<file path="src/rtl/sweep_acq_pkg.sv">
// Shared state encoding and framing constants for the multi-DAC S-curve sweep controller.
package sweep_acq_pkg;

  typedef enum logic [2:0] {
    ST_IDLE     = 3'd0,
    ST_LOAD_SC  = 3'd1,
    ST_WAIT_CFG = 3'd2,
    ST_HEADER   = 3'd3,
    ST_ACQ      = 3'd4,
    ST_DRAIN    = 3'd5,
    ST_NEXT     = 3'd6,
    ST_DONE     = 3'd7
  } state_e;

  localparam logic [3:0] HDR_TAG = 4'hA;
  localparam logic [3:0] TRL_TAG = 4'hF;
  localparam logic [2:0] DRAIN_IDLE = 3'd4;

endpackage

</file>
<file path="src/rtl/sweep_dac_stepper.sv">
// Holds the sweep limits and step, the current DAC value, and a registered
// flag telling whether the current value is the last point of the sweep.
module sweep_dac_stepper #(
  parameter int DAC_WIDTH = 10
) (
  input  logic                 clk,
  input  logic                 rst_n,
  input  logic                 load,
  input  logic                 advance,
  input  logic [DAC_WIDTH-1:0] start_dac,
  input  logic [DAC_WIDTH-1:0] end_dac,
  input  logic [DAC_WIDTH-1:0] step,
  output logic [DAC_WIDTH-1:0] dac,
  output logic                 last_point
);

  logic [DAC_WIDTH-1:0] dac_d, dac_q, end_d, end_q, step_d, step_q;
  logic                 last_d, last_q;
  logic [DAC_WIDTH:0]   sum_s;

  // The extra adder bit makes an overflowing step compare greater than any end value.
  always_comb begin
    dac_d  = dac_q;
    end_d  = end_q;
    step_d = step_q;
    sum_s  = {1'b0, dac_q} + {1'b0, step_q};
    last_d = (sum_s > {1'b0, end_q});
    if (load) begin
      dac_d  = start_dac;
      end_d  = end_dac;
      step_d = (step == '0) ? {{(DAC_WIDTH-1){1'b0}}, 1'b1} : step;
    end else if (advance) begin
      dac_d = sum_s[DAC_WIDTH-1:0];
    end else begin
      dac_d = dac_q;
    end
  end

  always_ff @(posedge clk or negedge rst_n) begin
    if (!rst_n) begin
      dac_q  <= '0;
      end_q  <= '0;
      step_q <= '0;
      last_q <= 1'b0;
    end else begin
      dac_q  <= dac_d;
      end_q  <= end_d;
      step_q <= step_d;
      last_q <= last_d;
    end
  end

  assign dac        = dac_q;
  assign last_point = last_q;

endmodule

</file>
<file path="src/rtl/sweep_acq_ctrl_multi.sv">
// Sweeps one selectable threshold DAC, reloading slow control and running one
// acquisition per point while streaming header, FIFO data and trailer words.
module sweep_acq_ctrl_multi
  import sweep_acq_pkg::*;
#(
  parameter int DAC_WIDTH     = 10,
  parameter int NUM_DAC       = 3,
  parameter int DATA_WIDTH    = 16,
  parameter int PKG_CNT_WIDTH = 16,
  parameter int CFG_TIMEOUT   = 4096,
  localparam int SEL_W        = $clog2(NUM_DAC)
) (
  input  logic                     Clk,
  input  logic                     reset_n,
  input  logic                     SweepStart,
  input  logic                     SweepAbort,
  input  logic [SEL_W-1:0]         DACSelect,
  input  logic [DAC_WIDTH-1:0]     StartDAC,
  input  logic [DAC_WIDTH-1:0]     EndDAC,
  input  logic [DAC_WIDTH-1:0]     DACStep,
  input  logic [PKG_CNT_WIDTH-1:0] MaxPackageNumber,
  input  logic                     ParallelData_en,
  input  logic                     MicrorocConfigDone,
  input  logic [DATA_WIDTH-1:0]    SweepACQFifoData,
  input  logic                     SweepACQFifoEmpty,
  input  logic                     SweepACQData_afull,
  output logic [DAC_WIDTH-1:0]     OutDAC,
  output logic [SEL_W-1:0]         OutDACSelect,
  output logic                     LoadSCParameter,
  output logic                     SingleACQStart,
  output logic                     SweepACQFifoData_rden,
  output logic [DATA_WIDTH-1:0]    SweepACQData,
  output logic                     SweepACQData_en,
  output logic                     OneDACDone,
  output logic                     ACQDone,
  output logic                     SweepBusy,
  output logic                     CfgTimeoutErr
);

  localparam int TMO_W = $clog2(CFG_TIMEOUT) + 1;

  state_e                   state_d, state_q;
  logic [SEL_W-1:0]         sel_d, sel_q;
  logic [PKG_CNT_WIDTH-1:0] max_d, max_q, pkg_d, pkg_q, pkg_inc_s;
  logic [TMO_W-1:0]         tmo_d, tmo_q;
  logic [2:0]               idle_d, idle_q;
  logic [DATA_WIDTH-1:0]    word_d, word_q, hdr_s, trl_s;
  logic load_sc_d, load_sc_q, acq_start_d, acq_start_q, one_done_d, one_done_q;
  logic acq_done_d, acq_done_q, busy_d, busy_q, err_d, err_q, word_en_d, word_en_q;
  logic rd_pend_q, rden_s, step_load_s, step_adv_s, last_point_s;
  logic [DAC_WIDTH-1:0] dac_s;

  sweep_dac_stepper #(.DAC_WIDTH(DAC_WIDTH)) u_stepper (
    .clk        (Clk),
    .rst_n      (reset_n),
    .load       (step_load_s),
    .advance    (step_adv_s),
    .start_dac  (StartDAC),
    .end_dac    (EndDAC),
    .step       (DACStep),
    .dac        (dac_s),
    .last_point (last_point_s)
  );

  assign rden_s = ((state_q == ST_ACQ) || (state_q == ST_DRAIN)) &&
                  !SweepACQFifoEmpty && !SweepACQData_afull;

  always_comb begin
    hdr_s = '0;
    hdr_s[DATA_WIDTH-1 -: 4] = HDR_TAG;
    hdr_s[SEL_W+DAC_WIDTH-1:0] = {sel_q, dac_s};
    trl_s = '0;
    trl_s[DATA_WIDTH-1 -: 4] = TRL_TAG;
    if (ParallelData_en && (pkg_q != max_q)) begin
      pkg_inc_s = pkg_q + PKG_CNT_WIDTH'(1);
    end else begin
      pkg_inc_s = pkg_q;
    end
  end

  always_comb begin
    state_d     = state_q;
    sel_d       = sel_q;
    max_d       = max_q;
    pkg_d       = pkg_q;
    tmo_d       = tmo_q;
    idle_d      = idle_q;
    err_d       = err_q;
    word_d      = word_q;
    load_sc_d   = 1'b0;
    one_done_d  = 1'b0;
    acq_done_d  = 1'b0;
    word_en_d   = 1'b0;
    step_load_s = 1'b0;
    step_adv_s  = 1'b0;
    case (state_q)
      ST_IDLE: begin
        if (SweepStart) begin
          err_d       = 1'b0;
          sel_d       = DACSelect;
          max_d       = (MaxPackageNumber == '0) ? PKG_CNT_WIDTH'(1) : MaxPackageNumber;
          step_load_s = 1'b1;
          state_d     = ST_LOAD_SC;
        end else begin
          state_d = ST_IDLE;
        end
      end
      ST_LOAD_SC: begin
        load_sc_d = 1'b1;
        tmo_d     = '0;
        state_d   = ST_WAIT_CFG;
      end
      ST_WAIT_CFG: begin
        if (SweepAbort) begin
          state_d = ST_DONE;
        end else if (MicrorocConfigDone) begin
          state_d = ST_HEADER;
        end else if (tmo_q == TMO_W'(CFG_TIMEOUT - 1)) begin
          err_d   = 1'b1;
          state_d = ST_DONE;
        end else begin
          tmo_d = tmo_q + TMO_W'(1);
        end
      end
      ST_HEADER: begin
        pkg_d = '0;
        if (!SweepACQData_afull) begin
          word_en_d = 1'b1;
          word_d    = hdr_s;
          state_d   = ST_ACQ;
        end else begin
          state_d = ST_HEADER;
        end
      end
      ST_ACQ: begin
        pkg_d  = pkg_inc_s;
        idle_d = 3'd0;
        if ((pkg_inc_s == max_q) || SweepAbort) begin
          state_d = ST_DRAIN;
        end else begin
          state_d = ST_ACQ;
        end
      end
      // A read issued last cycle still owes a word, so it breaks the idle run.
      ST_DRAIN: begin
        if (SweepACQFifoEmpty && !rd_pend_q) begin
          if (idle_q == DRAIN_IDLE - 3'd1) begin
            idle_d  = 3'd0;
            state_d = ST_NEXT;
          end else begin
            idle_d = idle_q + 3'd1;
          end
        end else begin
          idle_d = 3'd0;
        end
      end
      ST_NEXT: begin
        one_done_d = 1'b1;
        if (SweepAbort || last_point_s) begin
          state_d = ST_DONE;
        end else begin
          step_adv_s = 1'b1;
          state_d    = ST_LOAD_SC;
        end
      end
      ST_DONE: begin
        if (!SweepACQData_afull) begin
          word_en_d  = 1'b1;
          word_d     = trl_s;
          acq_done_d = 1'b1;
          state_d    = ST_IDLE;
        end else begin
          state_d = ST_DONE;
        end
      end
      default: begin
        state_d = ST_IDLE;
      end
    endcase
    acq_start_d = (state_d == ST_ACQ);
    busy_d      = (state_d != ST_IDLE);
  end

  always_ff @(posedge Clk or negedge reset_n) begin
    if (!reset_n) begin
      state_q     <= ST_IDLE;
      sel_q       <= '0;
      max_q       <= '0;
      pkg_q       <= '0;
      tmo_q       <= '0;
      idle_q      <= 3'd0;
      err_q       <= 1'b0;
      word_q      <= '0;
      load_sc_q   <= 1'b0;
      acq_start_q <= 1'b0;
      one_done_q  <= 1'b0;
      acq_done_q  <= 1'b0;
      busy_q      <= 1'b0;
      word_en_q   <= 1'b0;
      rd_pend_q   <= 1'b0;
    end else begin
      state_q     <= state_d;
      sel_q       <= sel_d;
      max_q       <= max_d;
      pkg_q       <= pkg_d;
      tmo_q       <= tmo_d;
      idle_q      <= idle_d;
      err_q       <= err_d;
      word_q      <= word_d;
      load_sc_q   <= load_sc_d;
      acq_start_q <= acq_start_d;
      one_done_q  <= one_done_d;
      acq_done_q  <= acq_done_d;
      busy_q      <= busy_d;
      word_en_q   <= word_en_d;
      rd_pend_q   <= rden_s;
    end
  end

  // FIFO words arrive one cycle after the strobe and bypass the framing register.
  assign SweepACQData          = rd_pend_q ? SweepACQFifoData : word_q;
  assign SweepACQData_en       = rd_pend_q | word_en_q;
  assign SweepACQFifoData_rden = rden_s;
  assign OutDAC                = dac_s;
  assign OutDACSelect          = sel_q;
  assign LoadSCParameter       = load_sc_q;
  assign SingleACQStart        = acq_start_q;
  assign OneDACDone            = one_done_q;
  assign ACQDone               = acq_done_q;
  assign SweepBusy             = busy_q;
  assign CfgTimeoutErr         = err_q;

endmodule
</file>
<file path="config.mk">
export PLATFORM = sky130hd
export DESIGN_NAME = sweep_acq_ctrl_multi
export DESIGN_NICKNAME = d
export VERILOG_FILES = /design/src/rtl/sweep_acq_pkg.sv /design/src/rtl/sweep_dac_stepper.sv /design/src/rtl/sweep_acq_ctrl_multi.sv
export SDC_FILE = /design/constraint.sdc
export NUM_CORES = 1
export LEC_CHECK = 0
export CAP_MARGIN = 20
export CORE_MARGIN = 4
export CORE_UTILIZATION = 58
export DETAILED_ROUTE_END_ITERATION = 8
export DONT_BUFFER_PORTS = 1
export PLACE_DENSITY_LB_ADDON = 0.3
export SLEW_MARGIN = 20
export SYNTH_ARGS = -nofsm -noshare
export SYNTH_HDL_FRONTEND = slang
export SYNTH_SLANG_ARGS = --single-unit
</file>
<file path="constraint.sdc">
create_clock -name Clk -period 2.85 [get_ports Clk]
set_input_delay 0.855 -clock Clk [delete_from_list [all_inputs] [get_ports Clk]]
set_output_delay 0.855 -clock Clk [all_outputs]
set_load 0.02 [all_outputs]
</file>
* Yosys cells after proc, flatten, opt, wreduce, memory -nomap -nowiden *
Cells that the tools add are included.

storage, ports and cells
  memories kept = 0
  bits of input ports = 72
  bits in writable memories = 0
  bits in read-only memories = 0
  bits in latches = 0
  flip-flop bits (word level) = 108
  word-level logic and storage cells = 111
  output and inout port bits = 36

cells by class
  shift operators = 0
  reductions and logical operators = 25
  eq/ne operators = 19
  $add $sub $neg = 4
  mux-type cells = 42
  $lt $le $gt $ge = 1
  bitwise operators = 1
  $mul = 0
  divide/modulo/power cells = 0

operator list
  cell                                                    number
  2-to-1 mux 16 bit                                       5
  one-hot mux 16 bit (2 select lines)                     2
  2-to-1 mux 13 bit                                       3
  2-to-1 mux 10 bit                                       3
  2-to-1 mux 3 bit                                        10
  one-hot mux 13 bit (2 select lines)                     1
  one-hot mux 3 bit (8 select lines)                      1
  adder 16 x 1 -> 16 bit (second input constant)          1
  equality test 16 bit                                    1
  zero test 16 bit                                        1
  != test 16 bit                                          1
  equality test 3 bit (second input constant)             5
  2-to-1 mux 1 bit                                        15
  != test 2 bit (second input constant)                   7
  adder 13 x 1 -> 13 bit (second input constant)          1
  equality test 13 x 12 -> 1 bit (second input constant)  1
  nonzero test 2 bit                                      6
  adder 10 x 10 -> 11 bit                                 1
  greater-than comparator 11 x 10 -> 1 bit                1
  zero test 10 bit                                        1
  equality test 3 x 2 -> 1 bit (second input constant)    3
  one-hot mux 3 bit (2 select lines)                      1
  AND reduction 5 bit                                     1
  logical AND 1 bit                                       4
  other kinds (12)                                        16

* Depth between registers and ports, before layout *
Gate-level depths: netlist (run 1).

  depth in word-level cells = 8
  gate-level depth with buffers = 16
  mapped depth without buffers = 16

* Hierarchy *
Synthesis (run 1) repeated with hierarchy kept, for this count alone.

second synthesis, totals
  cell total of the unflattened synthesis = 618
  area, all modules = 5960.7 um^2

by module, submodules not included
  module                seq. area each (um^2)  cells an instance  area an instance (um^2)  instances
  sweep_acq_ctrl_multi  1876.8                 424                4031.4                   1
  sweep_dac_stepper     775.7                  194                1929.4                   1

* Least setup slack after synthesis (run 1) *
Ideal clock, no wire load.

  kind = register -> register
  from = register u_stepper.dac_q[0] (netlist: u_stepper.dac[0])
  to = register u_stepper.last_q (netlist: u_stepper.last_point)
  buffers on the path = 0
  library setup time = 0.129 ns
  slack = -0.045 ns
  required time = 2.721 ns
  arrival = 2.766 ns
  stages on the path, launching flop included = 17
  period minus slack after synthesis = 2.895 ns
  cells stage by stage = dfrtp_1 ha_1 inv_1 fa_1 inv_1 a21o_1 a21oi_1 o21bai_1 a21oi_1 o21ai_0 xor2_1 ha_1 a21oi_1 nand2_1 a21oi_1 o21a_1 o21ai_0

between the ends
  longest elaborated chain between the ends = 2

ends and longest elaborated chain
  item                                      RTL line                 source
  start, declared                           sweep_dac_stepper.sv:17  logic [DAC_WIDTH-1:0] dac_d, dac_q, end_d, end_q, step_d, step_q;
  start signal, assigned                    sweep_dac_stepper.sv:41  dac_q <= '0;
  start signal, assigned                    sweep_dac_stepper.sv:46  dac_q <= dac_d;
  adder 10 x 10 -> 11 bit                   sweep_dac_stepper.sv:26  sum_s = {1'b0, dac_q} + {1'b0, step_q};
  greater-than comparator 11 x 10 -> 1 bit  sweep_dac_stepper.sv:27  last_d = (sum_s > {1'b0, end_q});
  via u_stepper.last_d                      sweep_dac_stepper.sv:18  logic last_d, last_q;
  end signal, assigned                      sweep_dac_stepper.sv:49  last_q <= last_d;
  end, declared                             sweep_dac_stepper.sv:18

The timed path passes the listed nets, and every way through them passes these cells.
A chain may end at the register's enable or synchronous reset.

* Final worst setup path (run 1) *
  from = register u_stepper.step_q[0]
  to = register u_stepper.last_q (netlist: u_stepper.last_point)

between the ends
  longest elaborated chain between the ends = 2

ends and longest elaborated chain
  item                                      RTL line                 source
  start, declared                           sweep_dac_stepper.sv:17
  start signal, assigned                    sweep_dac_stepper.sv:48  step_q <= step_d;
  adder 10 x 10 -> 11 bit                   sweep_dac_stepper.sv:26
  greater-than comparator 11 x 10 -> 1 bit  sweep_dac_stepper.sv:27
  via u_stepper.last_d                      sweep_dac_stepper.sv:18

The timed path passes the listed nets, and every way through them passes these cells.

==> results.md, run 1 <==
- The floorplan step defined a die boundary enclosing 12000 sq um.
- The number of storage elements in the synthesis netlist is 106.
- The detailed-route DRC error count is 0.
- The worst hold-check path type is primary input to asynchronous set/reset pin.
- The power per standard cell area is roughly 1200 nW/um^2.
- CTS built an H-tree with a depth of 3.
- The first detailed-routing pass took 5 iterations.
- The power share of the sequential group is 0.355.
- The kind of cell with the highest combined delay along the critical path is compound AO/OA/AOI/OAI gates.
- The final count of hold timing violations came to 0.
- In the synthesized netlist the dominant register cell turns out to be sky130_fd_sc_hd__dfrtp_1.
- The remaining antenna violation count after routing is 0.
- The share of synthesized area occupied by flip-flops and latches is 0.445.
- Among all stages on the critical path, the largest delay is contributed by sky130_fd_sc_hd__dfrtp_1.
- During I/O placement, the number of pins put on the boundary was 108.
- The switching power total is 3.40 mW.
- The final-layout setup total negative slack is 0 ns.
- Internal power comes to 4.03 mW.
- For the worst-skew pair, the clock arrives at the later sink with an insertion delay of 0.38 ns.
- The final worst clock skew is 0.0158 ns.
- The initial antenna violation count is 0.
- Compared with the post-synthesis result, the final layout area differs by 7.79%.
- The final layout contains 777 nets.
- The number of global-route vias before repair is 4770.
- The unique cell type count in the Yosys netlist is 55.
- For the pin with the worst max-slew slack, the measured transition is 0.799 ns.
- Data on the critical path is required at its endpoint by 3.12 ns.
- The signal on the critical path passes through ha_2 -> inv_2 -> fa_2 -> inv_2 -> a21o_1 -> a21oi_2 -> o21bai_1 -> a21oi_2 -> o21ai_2 -> xor2_2 -> ha_4 -> a21oi_2 -> nand2_1 -> a21oi_2 -> o21a_1 -> o21ai_1.
- The cell area that synthesis handed to floorplanning was 5960 sq um.
- The setup slack on the worst flop-to-flop path is 0.03 ns.
- The reported leakage power is between 3 and 4 nW.
- Across every metal layer, demand over resource in global routing totals 0.253.
- After detailed routing, the total wire length is about 14 mm.
- In the final layout, the share of cells above drive strength 1 is 0.102.
- In the final routed layout, each cell accounts on average for roughly 18 um.
- After floorplanning, the core was sized to cover approximately 9900 sq um.
- The cell at the root of the clock tree is sky130_fd_sc_hd__clkbuf_8.
- The share of total power dissipated in combinational logic is 0.526.
- The post-route worst setup slack is 0.0336 ns.
- The cell seen most often among critical-path stages is sky130_fd_sc_hd__a21oi_2.
- The reg-to-reg critical path startpoint is u_stepper.step_q[0].
- The final HPWL from detailed placement is about 11 mm.
- The number of antenna diodes in the final layout is 0.
- The worst vdd rail ir drop is 866 uV.
- The biggest area contributor in the post-synthesis netlist is sky130_fd_sc_hd__dfrtp_1.
- The die is between 100 and 150 um tall.
- In this run the worst path has a maximum fanout of 3.
- The critical path start-end classification is register to register.
- In the post-synthesis netlist, the biggest area contributors are sky130_fd_sc_hd__dfrtp_1 (45%), sky130_fd_sc_hd__nand2_1 (11%), sky130_fd_sc_hd__ha_1 (4.8%), sky130_fd_sc_hd__o21ai_0 (3.5%), sky130_fd_sc_hd__xnor2_1 (3.1%).
- The fraction of power consumed by the clock network is 0.118.
- The violation count after the first detailed-route iteration is 378.
- In this design, the stage delay of the slowest critical-path cell is 0.38 ns.
- Entering global routing, the biggest net connects 107 pins.
- In this run the tightest slew margin relative to its limit is 0.465.
- The number of buffers between clock root and the deepest sink is 2.
- Across the run, the number of max-cap violations was 0.
- The routed design could run at a clock period as short as 2.82 ns.
- Counting every sink on the clock net gives about 110.
- The element type at the critical path start is a register.
- The critical path capture point type is a register.
- The total of endpoints with negative setup slack in the final report is 0.
- The beginning of the critical path is u_stepper.step_q[0].
- The top achievable clock speed is 355 MHz.
- The first global-routing pass estimated 23.7 mm of wire.
- The number of buffers and inverters on the critical path is 2.
- The number of placement rows is 36.
- The run finished with clean final reports.
- The filler cell count is 838.
- The capture point of the critical path is u_stepper.last_point.
- The die is 109 um wide.
- The per-instance average area after synthesis is 8.80 sq um.
- The post-route clock period utilization is 0.988.
- The switching share of power is 0.458.
- Counting cells, the worst reg-to-reg path comes to 16.
- The cell count after synthesis is 677.
- The data arrival time of the critical path is around 3.1 ns.
- The clock transition time at the flip-flop clock pins of the worst setup and hold paths is 0.11 ns.
- The TritonCTS clock tree is yes.
- The final max-slew violation count is 0.
- Counting buffers and inverters, the worst setup path is 16 cells deep.
- Counting the buffers created by CTS gives 9.
- Of the post-synthesis cell area, the dominant cell type holds 0.445.
- The net count after synthesis is 773.
- The setup slack at placement is -0.179 ns.
- Setup repair after global routing could not meet its margin everywhere.
- The total number of yosys warnings is 0.
- For this run the aggregate overflow at the end of global routing stands at 0.
- Of all flip-flops after synthesis, the portion carrying an async set or reset was 1.00.
- For this configuration, the core starts out at a cell density of 0.601.
- Port buffering added 0 buffers.
- The per-cell via count in the routed design is between 5 and 6.
- The congestion estimate from routability-driven global placement came to 0.974.
- In this run the critical register-to-register path is captured at u_stepper.last_point.
- Counting flops with a built-in enable in the synthesized netlist gives 0.
- The total number of vias is 4807.
==> what timing repair did <==
item,CTS,global route
buffers inserted,1,2
hold endpoints to repair,0,0
hold buffers,0,0
cloned,0,0
endpoints found under the setup margin,1,1
resized for setup,6,11
pin swaps,8,13
==> power by group through the flow <==
stage | Combinational [mW] | Sequential [mW] | Clock, mW
after CTS | 3.63 | 2.63 | 0.895
after floorplan | 2.75 | 2.47 | 0
final | 3.91 | 2.64 | 0.880
after global placement | 3.37 | 2.64 | 0
after global routing | 4.35 | 2.71 | 0.958
after detailed placement | 3.54 | 2.67 | 0
==> area by class of cell <==
cell class / count / area (sq um) / share of cell area
timing repair buffer: 24 / 180 / 0.0281
clock inverter: 5 / 46.3 / 0.00721
inverter: 25 / 93.8 / 0.0146
tap: 133 / 166 / 0.0259
sequential: 106 / 2650 / 0.413
clock buffer: 11 / 131 / 0.0205
multi-input combinational: 515 / 3150 / 0.491
==> flip-flops by register name, summed over array words and instances, names as in the netlist, 2 cells and up <==
name and cells:
state_q 3, max_q 16, pkg_q 16, idle_q 3
u_stepper.step_q 10, u_stepper.end_q 10, u_stepper.dac 10, OutDACSelect 2
word_q 14, tmo_q 13
==> layer usage <==
layer	track usage	vias up	wire length, um
met5	0	-	0
met3	0.0605	23	1100
met4	0.0846	0	277
met2	0.388	159	6640
li1	-	2322	-
met1	0.357	2303	6340
==> stage by stage <==
stage	instance area, sq um	power [mW]	std cells	util	hold slack (ns)
after floorplan	5960	5.23	677	-	0.436
after global placement	6160	6.01	800	0.621	0.450
after detailed placement	6160	6.20	800	0.621	0.457
after CTS	6360	7.16	817	0.642	0.142
after global routing	6420	8.02	819	0.648	0.131
final	6420	7.43	819	0.648	0.152
==> synthesized netlist by cell type (7+ instances only) <==
library cell	instances
sky130_fd_sc_hd__clkbuf_1	23
sky130_fd_sc_hd__xor2_1	21
sky130_fd_sc_hd__o31ai_1	10
sky130_fd_sc_hd__mux2_2	12
sky130_fd_sc_hd__nand3_1	19
sky130_fd_sc_hd__inv_1	25
sky130_fd_sc_hd__xnor2_1	21
sky130_fd_sc_hd__nor2_1	37
sky130_fd_sc_hd__nor4_1	7
sky130_fd_sc_hd__o21ai_0	42
sky130_fd_sc_hd__dfrtp_1	106
sky130_fd_sc_hd__a21o_1	7
sky130_fd_sc_hd__and4_1	9
sky130_fd_sc_hd__a21oi_1	19
sky130_fd_sc_hd__nand2b_1	12
sky130_fd_sc_hd__nand2_1	175
sky130_fd_sc_hd__nor3_1	14
sky130_fd_sc_hd__ha_1	23
sky130_fd_sc_hd__nand4_1	12
sky130_fd_sc_hd__mux2i_1	12
==> layout by cell type, fill, tap and decap left out, types with 9 or more instances in the layout <==
cell and instances:
sky130_fd_sc_hd__a21oi_1 14, sky130_fd_sc_hd__and4_1 9, sky130_fd_sc_hd__buf_4 24, sky130_fd_sc_hd__clkbuf_8 9, sky130_fd_sc_hd__dfrtp_1 105, sky130_fd_sc_hd__ha_1 21
sky130_fd_sc_hd__inv_1 23, sky130_fd_sc_hd__mux2_2 12, sky130_fd_sc_hd__mux2i_1 12, sky130_fd_sc_hd__nand2_1 175, sky130_fd_sc_hd__nand2b_1 12, sky130_fd_sc_hd__nand3_1 19
sky130_fd_sc_hd__nand4_1 12, sky130_fd_sc_hd__nor2_1 37, sky130_fd_sc_hd__nor3_1 14, sky130_fd_sc_hd__o21ai_0 39, sky130_fd_sc_hd__o31ai_1 10, sky130_fd_sc_hd__xnor2_1 21
sky130_fd_sc_hd__xor2_1 20
==> worst min path at each step <==
| stage | from | end | slack, ns |
|---|---|---|---|
| finish | reset_n | word_q[1] | 0.15 |
| global route | reset_n | word_q[6] | 0.13 |
| CTS | reset_n | max_q[8] | 0.14 |
| detailed placement | word_q[13] | word_q[13] | 0.46 |
| global placement | word_q[13] | word_q[13] | 0.45 |
| floorplan | word_q[13] | word_q[13] | 0.44 |
==> logic make-up after synthesis <==
| kind of cell | synth area share |
|---|---|
| AOI/OAI and AO/OA | 0.118 |
| muxes | 0.0428 |
| xor gates and xnor gates | 0.0617 |
| and+or+nand+nor | 0.242 |
| DFF | 0.445 |
| buffers and inverters | 0.0382 |
| adders and majority gates | 0.0517 |
Note: power is estimated with default switching activity, not from simulation.
==> run 2, diff against run 1 <==
--- a/config.mk
+++ b/config.mk
@@ -6,6 +6,7 @@
 export NUM_CORES = 1
 export LEC_CHECK = 0
 export CAP_MARGIN = 20
+export CORE_ASPECT_RATIO = 1.5
 export CORE_MARGIN = 4
 export CORE_UTILIZATION = 58
 export DETAILED_ROUTE_END_ITERATION = 8
==> run 2 against run 1 <==
Sequential cell count did not move. First-iteration DRC count fell by 28%. Global-route usage fell by 0.15 points. Non-clock buffer count rose by 4. Sequential share of layout area fell by 0.74 points. Register-to-register slack barely moved. Sequential power fell by 2%. Combinational power barely moved. Worst setup slack improved by 0.0068 ns. Total power rose by 4.9%. Clock power rose by 49%. Critical path depth did not move. Critical endpoint unchanged.
==> results.md, run 2 (synthesis results as in run 1) <==
- The flow ran to the end, and the final reports show no timing, DRC or antenna violations.
- The worst path required time is approximately 3.1 ns.
- The power per standard cell area is 1190 nW/um^2.
- The critical path goes through ha_2 -> inv_2 -> fa_2 -> inv_2 -> a21o_1 -> a21oi_2 -> o21bai_1 -> a21oi_2 -> o21ai_2 -> xor2_1 -> ha_1 -> a21oi_2 -> nand2_1 -> a21oi_1 -> o21a_1 -> o21ai_1.
- The routed wire length on met2 is 7.98 mm.
- The horizontal die dimension is 90.8 um.
- The maximum number of pins on one net before global-route repair is 107.
- The worst hold path belongs to the class primary input to asynchronous set/reset pin.
- The post-route clock period utilization is 0.986.
- The number of placement rows is 45.
- The initial antenna violation count is 0.
- Clock tree synthesis found a total of 106 sinks.
- For this design the total switching power over the nets is ~3.4 mW.
- The final max-slew violation count came to 0.
- The final critical path time including I/O delays and setup is roughly 2.8 ns.
- The largest individual stage delay along the critical path comes from the cell sky130_fd_sc_hd__dfrtp_1.
- For this run, the total global-route usage over all layers was measured as 0.252.
- For this block, wires on met1 add up to about 5.4 mm.
- Dividing the detail-routed via count by the number of cells gives ~6.1.
- Cell internal power was estimated by the tool at 4.39 mW.
- Setup violations remaining at the end of the flow were counted as 0.
- After filler insertion, the fill cell instance count of the layout stands at between 800 and 900.
- TritonCTS built the clock tree.
- The total die area is 12000 sq um.
- The final count of hold timing violations is 0.
- In the final routed layout, each cell accounts on average for 18.3 um.
- The worst pin sits at a relative slew slack of 0.491.
- The switching share of power is 0.437.
- Excluding fillers, the count of instances in the completed layout stands at between 800 and 900.
- The worst vdd rail ir drop is about 700 uV.
- Of the total power, combinational logic draws 0.499.
- The clock transition time at the flip-flop clock pins of the worst setup and hold paths is around 0.07 ns.
- The pin slew with the least headroom to its limit is 0.761 ns.
- The core box area is approximately 10000 sq um.
- The number of buffers between clock root and the deepest sink is 2.
- Leaving out fill and tap cells, the most frequent cells in the layout are sky130_fd_sc_hd__nand2_1 (175), sky130_fd_sc_hd__dfrtp_1 (105), sky130_fd_sc_hd__o21ai_0 (40), sky130_fd_sc_hd__nor2_1 (37), sky130_fd_sc_hd__buf_4 (28).
- The power share of the sequential group is 0.333.
- After clock tree synthesis, the flow added hold-fix buffers numbering 0.
- Summed over all cells, the static leakage comes to 3.10 nW.
- The final worst clock skew is about 0.0093 ns.
- In this run the worst path has a maximum fanout of 3.
- The largest registers in the layout are max_q x16, pkg_q x16, word_q x14.
- Setup repair after global routing could not meet its margin everywhere.
- Measured on the finished design, the core utilization comes to 0.649.
- The setup slack on the worst flop-to-flop path is 0.04 ns.
- The violation count after the first detailed-route iteration is 272.
- The wire length reported by the detailed router is 14.8 mm.
- The number of global-route vias before repair was 5008.
- Input and output buffers added on the ports amount to 0.
- The total number of vias is between 4000 and 5000.
- Setup total negative slack on the finished layout was measured at 0 ns.
- The data arrival time of the critical path is 3.04 ns.
- Of the cells placed in the final design, the portion with a size suffix greater than 1 is 0.106.
- Hold is met by slightly below 0.2 ns.
- Detailed routing placed a total of 812 um of wire on met3.
- The critical path capture point type is a register.
- The largest single stage delay on the critical path is between 0.3 and 0.4 ns.
- The most common library cell in the layout ignoring fill and taps is sky130_fd_sc_hd__nand2_1.
- The first detailed-routing pass ran for 4 iterations.
- The max-cap check violation count is 0.
- The clock latency on the worst-skew pair is approximately 0.35 ns.
- The post-route worst setup slack is 0.0404 ns.
- Routability-driven placement finished with a final weighted congestion of 0.904.
- The number of antenna diodes in the final layout is 0.
- The cell at the root of the clock tree is sky130_fd_sc_hd__clkbuf_16.
- OpenSTA, run right after detailed placement, puts the worst setup slack at -0.117 ns.
- The critical path start-end classification is register to register.
- The starting density of the core is 0.591.
- Among the stages of the critical path, the cell type that occurs most often is sky130_fd_sc_hd__a21oi_2.
- The number of ports placed on the die boundary is 108.
- The detailed-route DRC error count is 0.
- The highest layer touched by signal routing is met4.
- The fraction of power consumed by the clock network is 0.169.
- The relative area change from synthesis to final layout is 9.74%.
- STA classifies the critical path startpoint as a register.
- The number of nets in the layout is about 780.
- The deepest level of the CTS H-tree is 3.
- The number of clock buffers inserted by TritonCTS is 9.
- The first global-routing pass estimated around 24 mm of wire.
- In this run the vertical extent of the chip is 132 um.
- The final HPWL from detailed placement is 11.1 mm.
- The count of nets left with antenna violations once routing finished came out at 0.
- Derived from the worst setup path, the maximum achievable clock frequency is 356 MHz.
- The leftover overflow at the end of global routing is 0.
- The number of placed instances, taps included, is 788.
run 2: routing by layer:
layer,track usage,vias up
li1,-,2340
met1,0.267,2367
met2,0.459,159
met3,0.0691,31
met4,0.115,0
met5,0,-
run 2: what timing repair did:
item,in CTS,in global routing
setup endpoints to repair,1,1
buffers inserted,1,2
resized for setup,4,8
gates cloned,0,0
pin swaps,2,12
run 2: through the flow:
| stage | power [mW] | area (sq um) |
|---|---|---|
| 2_1_floorplan | 5.23 | 5960 |
| 3_3_place_gp | 6.11 | 6170 |
| 3_5_place_dp | 6.30 | 6170 |
| 4_1_cts | 7.70 | 6510 |
| 5_1_grt | 8.41 | 6540 |
| 6_report | 7.80 | 6540 |
run 2: final cells by class:
| cell class | count | area [sq um] | share of cell area |
|---|---|---|---|
| timing repair buffer | 28 | 210 | 0.0321 |
| tap | 117 | 146 | 0.0224 |
| inverter | 25 | 93.8 | 0.0144 |
| clock inverter | 7 | 93.8 | 0.0144 |
| sequential | 106 | 2650 | 0.406 |
| clock buffer | 9 | 225 | 0.0344 |
| multi-input combinational | 515 | 3120 | 0.476 |
run 2: power groups by stage:
stage               Combinational (mW)  Clock [mW]  Sequential [mW]
floorplan                         2.75           0             2.47
global placement                  3.52           0             2.59
detailed placement                3.68           0             2.62
CTS                               3.77        1.34             2.59
global route                      4.34        1.41             2.66
finish                            3.89        1.31             2.60
run 2: worst paths after layout:
check,end,start,depth (start not counted)
worst max-delay path,u_stepper.last_point,u_stepper.step_q[0],16
worst min-delay path,tmo_q[2],reset_n,0
worst max register to register,u_stepper.last_point,u_stepper.step_q[0],16
worst min register to register,word_q[7],word_q[7],2
max in group asynchronous,u_stepper.end_q[7],reset_n,0
min in group Clk,word_q[7],word_q[7],2
run 2: worst max-delay path, delay by kind of cell (launching register included):
family / cells / cell delay, ns
compound gates: 9 / 1.08
fa+ha+maj: 3 / 0.86
flops: 1 / 0.37
xor+xnor: 1 / 0.23
buf+inv: 2 / 0.10
simple gates: 1 / 0.07
